==> src/rtl/mem_bus_arbiter_if.sv <==
// rtl/mem_bus_arbiter_if.sv - CPU, DMA and memory bus signals around the arbiter
// slave is the arbiter's view; master is the surrounding CPU/DMA/memory view.
interface mem_bus_arbiter_if;
  logic        cpu_req;
  logic        cpu_we;
  logic [31:0] cpu_addr;
  logic [31:0] cpu_wd;
  logic [31:0] cpu_rd;
  logic        cpu_stall;
  logic        dma_req;
  logic        dma_we;
  logic [31:0] dma_addr;
  logic [3:0]  dma_len;
  logic [31:0] dma_wd;
  logic        dma_gnt;
  logic        dma_rvalid;
  logic [31:0] dma_rd;
  logic        dma_done;
  logic [31:0] bus_addr;
  logic [31:0] bus_wd;
  logic        bus_we;
  logic [31:0] bus_rd;

  modport slave (
    input  cpu_req, cpu_we, cpu_addr, cpu_wd,
    input  dma_req, dma_we, dma_addr, dma_len, dma_wd,
    input  bus_rd,
    output cpu_rd, cpu_stall,
    output dma_gnt, dma_rvalid, dma_rd, dma_done,
    output bus_addr, bus_wd, bus_we
  );

  modport master (
    output cpu_req, cpu_we, cpu_addr, cpu_wd,
    output dma_req, dma_we, dma_addr, dma_len, dma_wd,
    output bus_rd,
    input  cpu_rd, cpu_stall,
    input  dma_gnt, dma_rvalid, dma_rd, dma_done,
    input  bus_addr, bus_wd, bus_we
  );
endinterface

==> src/rtl/mem_bus_arbiter.sv <==
// rtl/mem_bus_arbiter.sv - CPU/DMA arbiter for the single-port data memory bus
// CPU has default priority with zero latency; DMA bursts get a forced grant after MAX_WAIT denials.
module mem_bus_arbiter #(
  parameter int MAX_WAIT  = 4,
  parameter int BURST_MAX = 8
) (
  input  logic              clk,
  input  logic              reset,
  mem_bus_arbiter_if.slave  bus
);

  typedef enum logic {S_IDLE, S_BURST} state_t;

  localparam logic [3:0] MAX_WAIT_C  = 4'(MAX_WAIT);
  localparam logic [3:0] BURST_MAX_C = 4'(BURST_MAX);

  state_t      state_q, state_d;
  logic [3:0]  wait_cnt_q, wait_cnt_d;
  logic [3:0]  beat_cnt_q, beat_cnt_d;
  logic [31:0] base_q, base_d;
  logic [3:0]  len_l_q, len_l_d;
  logic        we_l_q, we_l_d;
  logic        grant;

  always_ff @(posedge clk or negedge reset) begin
    if (!reset) begin
      state_q    <= S_IDLE;
      wait_cnt_q <= 4'd0;
      beat_cnt_q <= 4'd0;
      base_q     <= 32'd0;
      len_l_q    <= 4'd0;
      we_l_q     <= 1'b0;
    end else begin
      state_q    <= state_d;
      wait_cnt_q <= wait_cnt_d;
      beat_cnt_q <= beat_cnt_d;
      base_q     <= base_d;
      len_l_q    <= len_l_d;
      we_l_q     <= we_l_d;
    end
  end

  always_comb begin
    state_d        = state_q;
    wait_cnt_d     = wait_cnt_q;
    beat_cnt_d     = beat_cnt_q;
    base_d         = base_q;
    len_l_d        = len_l_q;
    we_l_d         = we_l_q;
    grant          = 1'b0;
    bus.bus_addr   = bus.cpu_addr;
    bus.bus_wd     = bus.cpu_wd;
    // Gated by reset so a CPU store cannot strobe the bus while the block is held in reset.
    bus.bus_we     = reset & bus.cpu_req & bus.cpu_we;
    bus.cpu_rd     = bus.bus_rd;
    bus.cpu_stall  = 1'b0;
    bus.dma_gnt    = 1'b0;
    bus.dma_rvalid = 1'b0;
    bus.dma_rd     = bus.bus_rd;
    bus.dma_done   = 1'b0;

    case (state_q)
      S_IDLE: begin
        grant = bus.dma_req & (!bus.cpu_req | (wait_cnt_q == MAX_WAIT_C));
        if (grant) begin
          base_d     = bus.dma_addr & 32'hFFFF_FFFC;
          we_l_d     = bus.dma_we;
          if (bus.dma_len == 4'd0)
            len_l_d = 4'd1;
          else if (bus.dma_len > BURST_MAX_C)
            len_l_d = BURST_MAX_C;
          else
            len_l_d = bus.dma_len;
          beat_cnt_d = 4'd0;
          wait_cnt_d = 4'd0;
          state_d    = S_BURST;
        end else if (!bus.dma_req) begin
          wait_cnt_d = 4'd0;
        end else if (bus.cpu_req && (wait_cnt_q != MAX_WAIT_C)) begin
          wait_cnt_d = wait_cnt_q + 4'd1;
        end
      end
      S_BURST: begin
        bus.bus_addr   = base_q + {26'd0, beat_cnt_q, 2'b00};
        bus.bus_wd     = bus.dma_wd;
        bus.bus_we     = reset & we_l_q;
        bus.cpu_stall  = reset & bus.cpu_req;
        bus.dma_gnt    = reset;
        bus.dma_rvalid = reset & !we_l_q;
        beat_cnt_d     = beat_cnt_q + 4'd1;
        if (beat_cnt_q == len_l_q - 4'd1) begin
          bus.dma_done = reset;
          state_d      = S_IDLE;
        end
      end
      default: state_d = S_IDLE;
    endcase
  end

endmodule

==> src/flat_wrapper.sv <==
// flat-port wrapper written by rule: the top's interface ports become plain ports
module mem_bus_arbiter_flat 
#(
  parameter int MAX_WAIT  = 4,
  parameter int BURST_MAX = 8
)
  (clk, reset, bus_cpu_req, bus_cpu_we, bus_cpu_addr, bus_cpu_wd, bus_dma_req, bus_dma_we, bus_dma_addr, bus_dma_len, bus_dma_wd, bus_bus_rd, bus_cpu_rd, bus_cpu_stall, bus_dma_gnt, bus_dma_rvalid, bus_dma_rd, bus_dma_done, bus_bus_addr, bus_bus_wd, bus_bus_we);
  mem_bus_arbiter_if bus_i ();
  input  logic clk;
  input  logic reset;
  input wire logic [$bits(bus_i.cpu_req)-1:0] bus_cpu_req;
  input wire logic [$bits(bus_i.cpu_we)-1:0] bus_cpu_we;
  input wire logic [$bits(bus_i.cpu_addr)-1:0] bus_cpu_addr;
  input wire logic [$bits(bus_i.cpu_wd)-1:0] bus_cpu_wd;
  input wire logic [$bits(bus_i.dma_req)-1:0] bus_dma_req;
  input wire logic [$bits(bus_i.dma_we)-1:0] bus_dma_we;
  input wire logic [$bits(bus_i.dma_addr)-1:0] bus_dma_addr;
  input wire logic [$bits(bus_i.dma_len)-1:0] bus_dma_len;
  input wire logic [$bits(bus_i.dma_wd)-1:0] bus_dma_wd;
  input wire logic [$bits(bus_i.bus_rd)-1:0] bus_bus_rd;
  output wire logic [$bits(bus_i.cpu_rd)-1:0] bus_cpu_rd;
  output wire logic [$bits(bus_i.cpu_stall)-1:0] bus_cpu_stall;
  output wire logic [$bits(bus_i.dma_gnt)-1:0] bus_dma_gnt;
  output wire logic [$bits(bus_i.dma_rvalid)-1:0] bus_dma_rvalid;
  output wire logic [$bits(bus_i.dma_rd)-1:0] bus_dma_rd;
  output wire logic [$bits(bus_i.dma_done)-1:0] bus_dma_done;
  output wire logic [$bits(bus_i.bus_addr)-1:0] bus_bus_addr;
  output wire logic [$bits(bus_i.bus_wd)-1:0] bus_bus_wd;
  output wire logic [$bits(bus_i.bus_we)-1:0] bus_bus_we;
  assign bus_i.cpu_req = bus_cpu_req;
  assign bus_i.cpu_we = bus_cpu_we;
  assign bus_i.cpu_addr = bus_cpu_addr;
  assign bus_i.cpu_wd = bus_cpu_wd;
  assign bus_i.dma_req = bus_dma_req;
  assign bus_i.dma_we = bus_dma_we;
  assign bus_i.dma_addr = bus_dma_addr;
  assign bus_i.dma_len = bus_dma_len;
  assign bus_i.dma_wd = bus_dma_wd;
  assign bus_i.bus_rd = bus_bus_rd;
  assign bus_cpu_rd = bus_i.cpu_rd;
  assign bus_cpu_stall = bus_i.cpu_stall;
  assign bus_dma_gnt = bus_i.dma_gnt;
  assign bus_dma_rvalid = bus_i.dma_rvalid;
  assign bus_dma_rd = bus_i.dma_rd;
  assign bus_dma_done = bus_i.dma_done;
  assign bus_bus_addr = bus_i.bus_addr;
  assign bus_bus_wd = bus_i.bus_wd;
  assign bus_bus_we = bus_i.bus_we;
  mem_bus_arbiter #(.MAX_WAIT(MAX_WAIT), .BURST_MAX(BURST_MAX)) u_core (.clk(clk), .reset(reset), .bus(bus_i));
endmodule
==> config.mk <==
export PLATFORM = sky130hd
export DESIGN_NAME = mem_bus_arbiter_flat
export DESIGN_NICKNAME = d
export VERILOG_FILES = /design/src/rtl/mem_bus_arbiter_if.sv /design/src/rtl/mem_bus_arbiter.sv /design/src/flat_wrapper.sv
export SDC_FILE = /design/constraint.sdc
export NUM_CORES = 1
export LEC_CHECK = 0
export BUFFER_PORTS_ARGS = -buffer_cell sky130_fd_sc_hd__buf_2
export CELL_PAD_IN_SITES_DETAIL_PLACEMENT = 1
export CELL_PAD_IN_SITES_GLOBAL_PLACEMENT = 1
export CORE_ASPECT_RATIO = 1.4
export CORE_MARGIN = 1
export CORE_UTILIZATION = 28
export CTS_BUF_LIST = sky130_fd_sc_hd__clkbuf_4 sky130_fd_sc_hd__clkbuf_8
export DETAILED_ROUTE_END_ITERATION = 6
export PLACE_DENSITY = 0.87
export SYNTH_ARGS = -nofsm -noshare
export SYNTH_HDL_FRONTEND = slang
export SYNTH_SLANG_ARGS = --single-unit
export TNS_END_PERCENT = 20
==> constraint.sdc <==
create_clock -name clk -period 2.85 [get_ports clk]
set_clock_uncertainty 0.05 [all_clocks]
set_input_delay 0.285 -clock clk [delete_from_list [all_inputs] [get_ports clk]]
set_output_delay 0.285 -clock clk [all_outputs]
set_load 0.03 [all_outputs]
## Yosys cells after proc, flatten, opt, wreduce, memory -nomap -nowiden

Cells that the tools add are included.

- Bits in registers: 44
- Input port bits: 170
- Output and inout port bits: 133
- Logic and storage cells: 47

- $add $sub $neg: 4
- Magnitude comparators: 1
- Equal/unequal tests: 5
- Muxes and demuxes: 18
- Bitwise gates (word level): 7
- Reduce and logical (&&, ||, !) cells: 6

Operators with widths:

| operator | count |
|---|---|
| $mux W32 | 2 |
| $add A32 B6 Y32 | 1 |
| $mux W4 | 6 |
| $add A4 B1 Y4 const B | 2 |
| $mux W1 | 8 |
| $pmux W4 S2 | 1 |
| $and A1 B1 Y1 | 5 |
| $eq A4 B3 Y1 const B | 1 |
| $eq A4 B4 Y1 | 1 |
| $gt A4 B4 Y1 const B | 1 |
| $logic_not A4 Y1 | 1 |
| $ne A4 B3 Y1 const B | 1 |
| $reduce_and A2 Y1 | 2 |
| $sub A4 B1 Y4 const B | 1 |
| $ne A3 B1 Y1 const B | 1 |
| $logic_not A1 Y1 | 2 |
| $ne A2 B1 Y1 const B | 1 |
| $pmux W1 S2 | 1 |
| $logic_and A1 B1 Y1 | 1 |
| $not A1 Y1 | 1 |
| $or A1 B1 Y1 | 1 |

## Longest topological paths before layout

- Depth in word-level cells: 5
- Depth in mapped cells: 7
- Gate-level depth less buffers: 6

## Worst setup path after synthesis

OpenSTA, ideal clock, no wires.

- Path kind: register to output
- Start point: register u_core.beat_cnt_q[0]
- End point: output bus_bus_addr[28]
- Arrival time: 2.402 ns
- Required time: 2.515 ns
- Setup slack: 0.113 ns
- Stages on the path, launching flop included: 8
- Path buffers: 1
- Cells stage by stage: dfrtp_1 ha_1 fa_1 a211oi_2 or2_4 buf_6 or4_1 a31oi_1

- Cells in the longest elaborated chain, start to end: 2

RTL lines:

| element | line | text |
|---|---|---|
| start: declaration | mem_bus_arbiter.sv:19 | `logic [3:0] beat_cnt_q, beat_cnt_d;` |
| start signal: assignment | mem_bus_arbiter.sv:36 | `beat_cnt_q <= beat_cnt_d;` |
| $add A32 B6 Y32 | mem_bus_arbiter.sv:84 | `bus.bus_addr = base_q + {26'd0, beat_cnt_q, 2'b00};` |
| $mux W32 | mem_bus_arbiter.sv:62 | `case (state_q)` |
| end: declaration | flat_wrapper.sv:27 | `output wire logic [$bits(bus_i.bus_addr)-1:0] bus_bus_addr;` |

Every way passes these cells.

## Worst setup path after layout

- Start point: register u_core.beat_cnt_q[2]
- End point: output bus_bus_addr[21]

Same word-level chain as after synthesis.

==> results.ini <==
[placement]
dp_cells = 747
place_congestion = 0.749
io_buffers = 204
hpwl_um = 10700
placed_area_um2 = 4680

[critical_path]
worst-setup-path-type = reg -> out
reg2reg_depth = 6
end_kind = output port
worstPathArrival_ns = 2.43
r2r_end = u_core.base_q[13]
regToRegStartpoint = u_core.wait_cnt_q[0]
cp_max_fo = 9
cp-start-kind = flip-flop
cp.required_ns = 2.52
r2r_slack_ns = 0.87

[yosys]
ys_warn_count = 0
avgSynthCellArea_um2 = 8.96
synth-edff-count = 0
seq_area_frac_synth_pct = 28.1
synth_cell_types = 51
synth_nets = 617
synthCells = 438
ys_async_sr_fraction_pct = 100
ys.flop_type = dfrtp_1
netlist_area_um2 = 3930
ys_seq_elements = 44

[layout]
fin_cells = 765
post-route-util_pct = 37.0
fillers = 1697
area_delta_synth_final_pct = 27.5
multiInputGateArea_um2 = 2330
seqCellArea_um2 = 1110
nets = 759
fin_area_um2 = 5000
drive_gt1_share_pct = 55.1

[detailed_routing]
totalWireLength_um = 13900
dr.pass1.iters = 4
routed-wl-met3_um = 799
route.met2.wl_um = 7320
drtAntennaViolNets = 0
via_per_inst = 4.96
drt_iter0_drc = 78
met1_length_um = 5050
top_layer = met4
num_vias = 3792
drcViolationCount = 0
post_drt_wl_per_cell_um = 18.2

[cts]
clk_pin_slew_ns = 0.09
numCtsBuffers = 5
clockBufferDepth = 2
tritoncts = built
cts-root-buf = clkbuf_8
cts_num_sinks = 44
htree_levels = 2
clkLatencyLatePin_ns = 0.31

[hold_path]
min_to = u_core.base_q[17]
min_path_type = in -> reg
hold_depth = 3
min_from = bus_dma_addr[17]

[die]
fp.dieW_um = 102
core-area_um2 = 13500
fp.dieH_um = 142
die_area_um2 = 14500
io_pins = 303
initial_utilization_pct = 29.0
num_rows = 50

[power_and_ir_drop]
vdd_ir_drop_max_mv = 0.433
power_uw = 5630
p_per_area_nw_per_um2 = 1120
power.leakage_uw = 0.00223

[global_route]
grt_pass1_vias = 3894
overflow = 0
grt_max_degree = 57
grt_pass1_wl_um = 19700
grt_usage_pct = 17.8
grt_antenna_before_repair = 3

[sta]
setup_violations = 0
timing.final.hold_violations = 0
tns_ns = 0
period_share_pct = 97.0
slew_violations = 0
clock.fmax_mhz = 362
rsz0062_at_grt = yes
period_minus_slack_ns = 2.77
relSlewSlack_pct = 52.5
tightest_slew_ns = 0.695

[flow_run]
drv_cap = 0

[run_status]
status = complete, no violations

[stage by stage]
stage,setup WS (ns),hold WS (ns)
floorplan,0.113,-0.0606
global placement,0.219,0.127
detailed placement,0.165,0.132
CTS,-0.0172,0.131
global route,-0.0255,0.137
finish,0.0844,0.140
[layer usage]
layer	up-vias	track usage [%]
met1	1814	18.9
met3	66	3.29
li1	1815	-
met2	97	31.7
met4	0	11.4
met5	-	0
[layout by cell type, fill, tap and decap left out, types with 3 or more instances in the layout]
master      n
o21ai_0    14
mux2_2     65
a31oi_1    18
and2_1      3
o211ai_1    3
nor2b_1     9
and3_1      3
nand3b_1    4
or3_1       4
xnor2_1    11
buf_4      19
dfrtp_2     3
inv_1      14
o31ai_1    11
nand4_1     8
nand2_1    26
nor3_1      3
nor4_1      3
dfrtp_1    40
ha_4        3
buf_2     195
ha_1        5
or4_1      14
clkbuf_8    5
a21oi_1     9
nor2_1     26
nand3_1    13
[Yosys cell counts (9+ instances only)]
| master | number | area [um^2] |
|---|---|---|
| nor2_1 | 27 | 101 |
| inv_1 | 14 | 52.6 |
| or4_1 | 15 | 113 |
| nor2b_1 | 9 | 56.3 |
| xnor2_1 | 11 | 96.3 |
| o21ai_0 | 15 | 75.1 |
| a21oi_1 | 11 | 55.1 |
| mux2_2 | 65 | 732 |
| buf_4 | 65 | 488 |
| nand2_1 | 26 | 97.6 |
| o31ai_1 | 12 | 90.1 |
| a31oi_1 | 19 | 119 |
| nand3_1 | 13 | 65.1 |
| dfrtp_1 | 44 | 1100 |
[how the worst max path moves through the flow]
stage                         start                to  slack [ns]  depth (start not counted)
4_1_cts            u_core.base_q[2]  bus_bus_addr[16]       -0.02                          7
6_report       u_core.beat_cnt_q[2]  bus_bus_addr[21]        0.08                          6
2_1_floorplan  u_core.beat_cnt_q[0]  bus_bus_addr[28]        0.11                          7
3_3_place_gp       u_core.base_q[2]  bus_bus_addr[30]        0.22                          7
5_1_grt        u_core.beat_cnt_q[2]  bus_bus_addr[21]       -0.03                          6
3_5_place_dp   u_core.beat_cnt_q[2]  bus_bus_addr[21]        0.16                          6
[flip-flops by register name, summed over array words and instances (netlist names)]
register           count
u_core.base_q         30
u_core.beat_cnt_q      4
u_core.len_l_q         4
u_core.wait_cnt_q      4
u_core.state_q         1
u_core.we_l_q          1
[where the power goes]
group,internal (uW),switching (uW),total (uW)
Combinational,1530,2220,3750
Clock,260,241,501
Sequential,923,454,1380
Total,2720,2910,5630
[worst max-delay path, stage by stage (launching register included)]
cell      delay [ns]
dfrtp_2         0.47
ha_4            0.33
nand4_1         0.17
o22a_4          0.30
or4_1           0.47
a31oi_1         0.17
clkbuf_4        0.21
[logic make-up after synthesis]
group	Yosys count	share of synthesized area (%)
flops	44	28.1
xor+xnor	13	2.90
buf+inv	99	16.0
fa+ha+maj	9	3.06
mux	66	18.9
compound gates	78	13.1
simple gates	129	17.9
[final cells by class]
| type | instances | area share (%) |
|---|---|---|
| multi-input cells | 297 | 46.6 |
| repair buffers | 218 | 23.3 |
| flip-flops and latches | 44 | 22.2 |
| well taps | 182 | 4.55 |
| clock buffers | 5 | 1.38 |
| inverters | 14 | 1.05 |
| clock inverters | 3 | 0.850 |
| diodes | 2 | 0.100 |
[repair_timing]
action,in CTS,in global routing
endpoints found under the setup margin,22,19
hold buffers,1,0
resized for setup,22,14
endpoints found under the hold margin,7,0
pin swaps,7,9
cloned,1,1
setup buffers,2,3
(Power assumes the default switching activity.)
